## src/rtl/uart_pkg.sv

```systemverilog
`default_nettype none
// ============================================================================
// Module      : uart_pkg
// Description : Shared types and constants for the UART receive path.
// Revision    : 1.0 - initial release
// ============================================================================
package uart_pkg;

    localparam int UART_DATA_BITS = 8;

    typedef enum logic [2:0] {
        IDLE  = 3'd0,
        START = 3'd1,
        DATA  = 3'd2,
        STOP  = 3'd3,
        BREAK = 3'd4
    } uart_rx_state_e;

    function automatic int clks_per_bit(input int freq, input int baud);
        return freq / baud;
    endfunction

endpackage
`default_nettype wire

```

## src/rtl/uart_rx_fifo.sv

```systemverilog
`default_nettype none
// ============================================================================
// Module      : uart_rx_fifo
// Description : Show-ahead receive FIFO; an extra pointer bit separates full
//               from empty.
// Revision    : 1.0 - initial release
// ============================================================================
module uart_rx_fifo #(
    parameter int WIDTH = 8,
    parameter int DEPTH = 4
) (
    input  logic             clk,
    input  logic             rst_n,
    input  logic             push,
    input  logic [WIDTH-1:0] wdata,
    input  logic             pop,
    output logic [WIDTH-1:0] rdata,
    output logic             empty,
    output logic             full
);

    localparam int AW = $clog2(DEPTH);

    logic [WIDTH-1:0] mem_q [DEPTH];
    logic [AW:0]      wr_ptr_q;
    logic [AW:0]      rd_ptr_q;
    logic             wr_en;
    logic             rd_en;

    assign empty = (wr_ptr_q == rd_ptr_q);
    assign full  = (wr_ptr_q[AW] != rd_ptr_q[AW]) &&
                   (wr_ptr_q[AW-1:0] == rd_ptr_q[AW-1:0]);
    assign rd_en = pop && !empty;
    // A pop in the same cycle frees the slot the push lands in.
    assign wr_en = push && (!full || rd_en);
    assign rdata = mem_q[rd_ptr_q[AW-1:0]];

    always_ff @(posedge clk or negedge rst_n) begin
        if (!rst_n) begin
            wr_ptr_q <= '0;
            rd_ptr_q <= '0;
            for (int i = 0; i < DEPTH; i++) begin
                mem_q[i] <= '0;
            end
        end else begin
            if (wr_en) begin
                mem_q[wr_ptr_q[AW-1:0]] <= wdata;
                wr_ptr_q                <= wr_ptr_q + 1'b1;
            end
            if (rd_en) begin
                rd_ptr_q <= rd_ptr_q + 1'b1;
            end
        end
    end

endmodule
`default_nettype wire

```

## src/rtl/uart_rx_core.sv

```systemverilog
`default_nettype none
// ============================================================================
// Module      : uart_rx_core
// Description : 8N1 UART receiver with input synchroniser, FIFO buffering and
//               framing/overrun pulses.
// Revision    : 1.0 - initial release
// ============================================================================
module uart_rx_core
    import uart_pkg::*;
#(
    parameter int FREQ       = 10_000_000,
    parameter int BAUD       = 100_000,
    parameter int FIFO_DEPTH = 4
) (
    input  logic       clk,
    input  logic       rst_n,
    input  logic       rx_i,
    output logic [7:0] data_o,
    output logic       valid_o,
    input  logic       ready_i,
    output logic       frame_err_o,
    output logic       overrun_o,
    output logic       busy_o
);

    localparam int CLKS_PER_BIT = clks_per_bit(FREQ, BAUD);
    localparam int HALF_BIT     = CLKS_PER_BIT / 2;
    localparam int CW           = $clog2(CLKS_PER_BIT);
    localparam int BW           = $clog2(UART_DATA_BITS);

    uart_rx_state_e            state_q, state_d;
    logic [CW-1:0]             cnt_q, cnt_d;
    logic [BW-1:0]             bit_idx_q, bit_idx_d;
    logic [UART_DATA_BITS-1:0] shift_q, shift_d;
    logic                      rx_meta_q, rx_s_q;
    logic                      frame_err_q, frame_err_d;
    logic                      overrun_q, overrun_d;
    logic                      half_done, bit_done, last_bit;
    logic                      push, pop, fifo_empty, fifo_full;

    always_ff @(posedge clk or negedge rst_n) begin
        if (!rst_n) begin
            rx_meta_q <= 1'b1;
            rx_s_q    <= 1'b1;
        end else begin
            rx_meta_q <= rx_i;
            rx_s_q    <= rx_meta_q;
        end
    end

    assign half_done = (cnt_q == CW'(HALF_BIT - 1));
    assign bit_done  = (cnt_q == CW'(CLKS_PER_BIT - 1));
    assign last_bit  = (bit_idx_q == BW'(UART_DATA_BITS - 1));

    always_ff @(posedge clk or negedge rst_n) begin
        if (!rst_n) begin
            state_q <= IDLE;
        end else begin
            state_q <= state_d;
        end
    end

    always_comb begin
        state_d = state_q;
        case (state_q)
            IDLE:    if (!rx_s_q) state_d = START;
            START:   if (half_done) state_d = rx_s_q ? IDLE : DATA;
            DATA:    if (bit_done && last_bit) state_d = STOP;
            STOP:    if (bit_done) state_d = rx_s_q ? IDLE : BREAK;
            BREAK:   if (rx_s_q) state_d = IDLE;
            default: state_d = IDLE;
        endcase
    end

    always_comb begin
        busy_o      = (state_q != IDLE);
        push        = (state_q == STOP) && bit_done && rx_s_q;
        frame_err_d = (state_q == STOP) && bit_done && !rx_s_q;
        overrun_d   = push && fifo_full && !pop;
    end

    always_comb begin
        cnt_d     = cnt_q;
        bit_idx_d = bit_idx_q;
        shift_d   = shift_q;
        case (state_q)
            IDLE: begin
                cnt_d     = '0;
                bit_idx_d = '0;
            end
            START: cnt_d = half_done ? '0 : cnt_q + 1'b1;
            DATA: begin
                if (bit_done) begin
                    cnt_d     = '0;
                    // LSB arrives first, so it ends up at bit 0 after 8 shifts.
                    shift_d   = {rx_s_q, shift_q[UART_DATA_BITS-1:1]};
                    bit_idx_d = bit_idx_q + 1'b1;
                end else begin
                    cnt_d = cnt_q + 1'b1;
                end
            end
            STOP:    cnt_d = bit_done ? '0 : cnt_q + 1'b1;
            default: cnt_d = '0;
        endcase
    end

    always_ff @(posedge clk or negedge rst_n) begin
        if (!rst_n) begin
            cnt_q       <= '0;
            bit_idx_q   <= '0;
            shift_q     <= '0;
            frame_err_q <= 1'b0;
            overrun_q   <= 1'b0;
        end else begin
            cnt_q       <= cnt_d;
            bit_idx_q   <= bit_idx_d;
            shift_q     <= shift_d;
            frame_err_q <= frame_err_d;
            overrun_q   <= overrun_d;
        end
    end

    assign valid_o     = !fifo_empty;
    assign pop         = valid_o && ready_i;
    assign frame_err_o = frame_err_q;
    assign overrun_o   = overrun_q;

    uart_rx_fifo #(
        .WIDTH (UART_DATA_BITS),
        .DEPTH (FIFO_DEPTH)
    ) u_fifo (
        .clk   (clk),
        .rst_n (rst_n),
        .push  (push),
        .wdata (shift_q),
        .pop   (pop),
        .rdata (data_o),
        .empty (fifo_empty),
        .full  (fifo_full)
    );

endmodule
`default_nettype wire

```

## config.mk

```make
export PLATFORM = sky130hd
export DESIGN_NAME = uart_rx_core
export DESIGN_NICKNAME = d
export VERILOG_FILES = /design/src/rtl/uart_pkg.sv /design/src/rtl/uart_rx_fifo.sv /design/src/rtl/uart_rx_core.sv
export SDC_FILE = /design/constraint.sdc
export NUM_CORES = 1
export LEC_CHECK = 0
export ABC_AREA = 1
export CORE_MARGIN = 5
export CORE_UTILIZATION = 30
export DETAILED_ROUTE_END_ITERATION = 12
export PLACE_DENSITY = 0.54
export SYNTH_ARGS = -nofsm -noshare
export SYNTH_HDL_FRONTEND = slang
export SYNTH_HIERARCHICAL = 1
export SYNTH_SLANG_ARGS = --single-unit
```

## constraint.sdc

```tcl
create_clock -name clk -period 2.9 [get_ports clk]
set_clock_uncertainty 0.1 [all_clocks]
set_input_delay 0.87 -clock clk [delete_from_list [all_inputs] [get_ports clk]]
set_output_delay 0.87 -clock clk [all_outputs]
set_load 0.005 [all_outputs]
```

Word-level counts from Yosys, hierarchy flattened
Cells that the tools add are included.

Flip-flop bits (word level): 63. Input port bits: 4. Output and inout bits: 12. Word-level logic and storage cells: 81.

Add/sub/neg operators: 4. $lt $le $gt $ge: 3. Equal/unequal tests: 16. Multiplexer cells: 19. Bitwise operators: 2. Reduce and logical (&&, ||, !) cells: 23.

Operators by type and width (count): 32-bit bitwise mux (1); 8-bit two-way mux (3); 3-bit two-way mux (7); 8-bit binary-select mux with 2-bit select (1); 8-bit demux with 2-bit select (1); 3-bit one-hot mux with 5 select lines (1); 7-bit two-way mux (2); 7-bit one-hot mux with 2 select lines (1); 2-bit != test (second input constant) (6); 1-bit logical AND (11); 3-bit by 1-bit adder with 3-bit output (second input constant) (3); 7-bit by 1-bit adder with 7-bit output (second input constant) (1); 7-bit by 6-bit == test with 1-bit output (second input constant) (1); 7-bit == test (second input constant) (1); 3-bit by 2-bit == test with 1-bit output (second input constant) (2); 3-bit == test (second input constant) (2); 3-bit >= comparator (second input constant) (2); 2-bit inverter with 3-bit output (2); 3-bit one-hot mux with 2 select lines (1); 5-bit AND reduction (1); 1-bit zero test (4); 2-bit AND reduction (2); 3-bit by 1-bit == test with 1-bit output (second input constant) (1); 3-bit == test (1); 9 further kinds (9).

Depth between registers and ports, before layout
Depth in word-level cells: 6. Depth in mapped cells: 12. Gate-level depth less buffers: 11.

Modules after synthesis
Netlist, hierarchy kept.

By module, submodules not included: uart_rx_fifo (instances 1, cells an instance 237, area an instance 1973.1 sq um, seq. area each 950.9 sq um); uart_rx_core (instances 1, cells an instance 140, area an instance 1260.0 sq um, seq. area each 628.1 sq um).

Worst setup path after synthesis
OpenSTA, ideal clock, no wires.

Kind: register -> register. From: register cnt_q[0]. To: register u_fifo/mem_q[22] in the netlist's numbering. Library setup time: 67 ps. Data arrival time: 1893 ps. Required time: 2733 ps. Slack: 840 ps. Stages on the path, launching flop included: 10. Path buffers: 2. Period minus slack after synthesis: 2060 ps. Cell sequence: dfrtp_1 ha_1 nand2_1 inv_1 nand3_4 nor3_1 buf_2 buf_1 nand4_1 nand2_1.

Longest elaborated chain between the ends: 4.

RTL lines: start, declared (line uart_rx_core.sv:32) `logic [CW-1:0] cnt_q, cnt_d;`; start signal, assigned (line uart_rx_core.sv:115) `cnt_q <= cnt_d;`; 7-bit == test (line uart_rx_core.sv:52) `assign bit_done = (cnt_q == CW'(CLKS_PER_BIT - 1));`; 1-bit logical AND (2 in a row) (line uart_rx_core.sv:77) `push = (state_q == STOP) && bit_done && rx_s_q;`; via push (line uart_rx_core.sv:39) `logic push, pop, fifo_empty, fifo_full;`; 1-bit logical AND (line uart_rx_fifo.sv:35) `assign wr_en = push && (!full || rd_en);`; end signal, assigned by index (line uart_rx_fifo.sv:47) `mem_q[wr_ptr_q[AW-1:0]] <= wdata;`; end, declared (line uart_rx_fifo.sv:24) `logic [WIDTH-1:0] mem_q [DEPTH];`.

The timed path passes the listed nets, and every way through them passes these cells. A chain may end at the register's enable or synchronous reset.

Final worst setup path
From: register u_fifo.rd_ptr_q[0]. To: output port data_o[5].

Longest elaborated chain between the ends: 4.

RTL lines: start, declared (line uart_rx_fifo.sv:26) `logic [AW:0] rd_ptr_q;`; start signal, assigned (line uart_rx_fifo.sv:51) `rd_ptr_q <= rd_ptr_q + 1'b1;`; 2-bit inverter with 3-bit output (implied by the code) (line uart_rx_fifo.sv:36) `assign rdata = mem_q[rd_ptr_q[AW-1:0]];`; 8-bit binary-select mux with 2-bit select (line uart_rx_fifo.sv:36); 8-bit two-way mux (implied by the code) (2 in a row) (line uart_rx_fifo.sv:36); end, declared (line uart_rx_core.sv:18) `output logic [7:0] data_o,`.

Every way passes these cells. The select of a mux whose other input is x is not followed.

==> flow_metrics.env <==
export IMPL_status="completed"
export IMPL_hp_start="rx_meta_q"
export IMPL_synth_ff_type="dfrtp_1"
export IMPL_num_antenna_cells=0
export IMPL_synthSimpleGateAreaFrac=0.328
export IMPL_syn_nets=390
export IMPL_synth_xor_area_frac=0.0186
export IMPL_hpwl_um=4970
export IMPL_fin_crit_sh=0.949
export IMPL_clockBufferDepth=2
export IMPL_hold_ws_ps=258
export IMPL_endpoint_kind="primary output"
export IMPL_crit_buf_inv=3
export IMPL_core_mm2=0.0107
export IMPL_synthAdderAreaFrac=0.0348
export IMPL_area_delta_synth_final_pct=17.8
export IMPL_period_minus_slack_ps=2750
export IMPL_rows=38
export IMPL_drv_cap=0
export IMPL_ios=16
export IMPL_synth_seq_cells=63
export IMPL_grt_max_degree=41
export IMPL_r2r_start="u_fifo/rd_ptr_q[1]"
export IMPL_grt_pass1_wl_um=12100
export IMPL_setup_viol=0
export IMPL_startpoint="u_fifo/rd_ptr_q[0]"
export IMPL_cts_buffers=9
export IMPL_hold_violations=0
export IMPL_muxShareOfSynthArea=0
export IMPL_finalMaxSlewViolations=0
export IMPL_ir_drop_uv=180
export IMPL_tightest_slew_ps=601
export IMPL_leakagePower_nw=1.94
export IMPL_critPathRequiredTime_ps=1930
export IMPL_fillers=1084
export IMPL_viasPerCell=4.66
export IMPL_ant_nets=0
export IMPL_antenna_found_initial=0
export IMPL_yosys_warnings=6
export IMPL_crit_chain="clkinvlp_4 -> buf_12 -> o21ai_0 -> o22ai_1 -> clkdlybuf4s50_1"
export IMPL_grt_util_all_layers=0.116
export IMPL_dieArea_mm2=0.0130
export IMPL_critical_path_slowest_cell="clkdlybuf4s50_1"
export IMPL_p_per_area_mw_per_mm2=467
export IMPL_worst_path_max_fanout=17
export IMPL_die_y_um=114
export IMPL_synthCells=377
export IMPL_finalInstanceArea_mm2=0.00381
export IMPL_multi_input_area_mm2=0.00143
export IMPL_critPathMaxStageDelay_ps=530
export IMPL_syn_cell_area_mm2=0.00323
export IMPL_final_common_cell="nand2_1"
export IMPL_clkSinkCount=63
export IMPL_vias=2537
export IMPL_synthArstFlopShare=1.00
export IMPL_routed_wl_um=6980
export IMPL_drive_gt1_frac=0.160
export IMPL_grt_pass1_vias=2524
export IMPL_gp_congestion=0.762
export IMPL_dr_pass1_iters=4
export IMPL_synth_distinct_cells=33
export IMPL_grt_overflow_total=0
export IMPL_dpl_cell_area_mm2=0.00352
export IMPL_wl_per_cell_um=12.8
export IMPL_path_class="flop to primary output"
export IMPL_critPathArrivalTime_ps=1780
export IMPL_synth_edf_count=0
export IMPL_synth_compound_area_frac=0.0604
export IMPL_finalNetCount=413
export IMPL_cts_tree="done"
export IMPL_numPortBuffers=15
export IMPL_die_x_um=114
export IMPL_synth_top_family_by_area="simple AND/OR/NAND/NOR gates"
export IMPL_start_util=0.302
export IMPL_synth_seq_area_share=0.488
export IMPL_drc=0
export IMPL_final_seq_area_mm2=0.00158
export IMPL_clk_pin_slew_ps=80
export IMPL_start_kind="flop"
export IMPL_root_buffer="clkbuf_8"
export IMPL_crit_family="buffers and inverters"
export IMPL_fmax_ghz=0.363
export IMPL_drt_iter0_drc=144
export IMPL_h_tree_depth=3
export IMPL_postSynthAreaPerCell_um2=8.58
export IMPL_relSlewSlack=0.599
export IMPL_hold_class="flop to flop"
export IMPL_final_cell_mix="nand2_1 (112), dfrtp_1 (59), nand4_1 (38)"
export IMPL_clk_latency_ps=340
[Yosys cell counts (4+ instances only)]
| cell type | n | area (um^2) |
|---|---|---|
| nand2_1 | 112 | 420 |
| dfrtp_1 | 61 | 1530 |
| nand4_1 | 38 | 238 |
| nor2_1 | 31 | 116 |
| inv_1 | 25 | 93.8 |
| o21ai_0 | 21 | 105 |
| nand3_1 | 15 | 75.1 |
| ha_1 | 9 | 113 |
| o22ai_1 | 8 | 50.1 |
| buf_1 | 6 | 22.5 |
| buf_6 | 6 | 67.6 |
| nand2_2 | 6 | 37.5 |
| nor2_4 | 4 | 45.0 |
[layout make-up]
class / instances / share of cell area
Multi-Input combinational cell: 268 / 0.376
Sequential cell: 63 / 0.415
Clock inverter: 7 / 0.0263
Tap cell: 140 / 0.0460
Clock buffer: 9 / 0.0325
Timing Repair Buffer: 29 / 0.0733
Inverter: 29 / 0.0302
[logic make-up after synthesis]
family	after synthesis
compound gates	34
buf+inv	46
xor+xnor	6
simple gates	219
flops	63
fa+ha+maj	9
[path summary, 6_finish.rpt]
kind	depth (start not counted)	slack [ps]	to
min reg2reg	0	260	rx_s_q
max	5	150	data_o[5]
min	0	260	rx_s_q
min in group asynchronous	1	430	cnt_q[1]
max reg2reg	11	620	u_fifo/mem_q[23]
max in group asynchronous	2	1600	rx_s_q
[worst register-to-register path, stage by stage (launching register included)]
cell and delay [ps]:
dfrtp_2 440, inv_1 80, nand2_1 50, nand2_1 100, nand4_1 160, inv_1 130, nor2_1 70, inv_1 60
nand4_2 420, nand3_1 440, nand2_1 100, nand2_1 70
[power by group]
part | switching, mW | internal, mW
sequential | 0.000846 | 0.880
clock | 0.374 | 0.495
combinational | 0.0202 | 0.00612
total | 0.395 | 1.38
[through the flow]
step | std cells | power, mW | TNS [ps] | worst slack, ps | util
after global routing | 545 | 1.85 | -11.3 | -11.3 | 0.356
after CTS | 542 | 1.82 | 0 | 3.28 | 0.353
final | 545 | 1.78 | 0 | 148 | 0.356
after global placement | 524 | 0.926 | 0 | 265 | 0.329
after detailed placement | 524 | 0.927 | 0 | 225 | 0.329
after floorplan | 377 | 0.901 | 0 | 840 | -
[flip-flops by register name, summed over array words and instances, names as in the netlist, 3 cells and up]
| register | flops |
|---|---|
| u_fifo/rd_ptr_q | 3 |
| state_q | 3 |
| u_fifo/wr_ptr_q | 3 |
| bit_idx_q | 3 |
| u_fifo/mem_q | 32 |
| cnt_q | 7 |
| shift_q | 8 |
[metal layers]
layer / vias up / track usage / wire length, um
met5: - / 0 / 0
met4: 0 / 0.0443 / 65
met3: 4 / 0.0302 / 212
li1: 1298 / - / -
met1: 1203 / 0.148 / 3400
met2: 32 / 0.187 / 3300
[what timing repair did]
item,in CTS,in global routing
endpoints found under the setup margin,9,9
setup buffers,2,3
endpoints found under the hold margin,0,0
hold buffers,0,0
pin swaps,0,1
resized for setup,2,3
(Power assumes the default switching activity.)
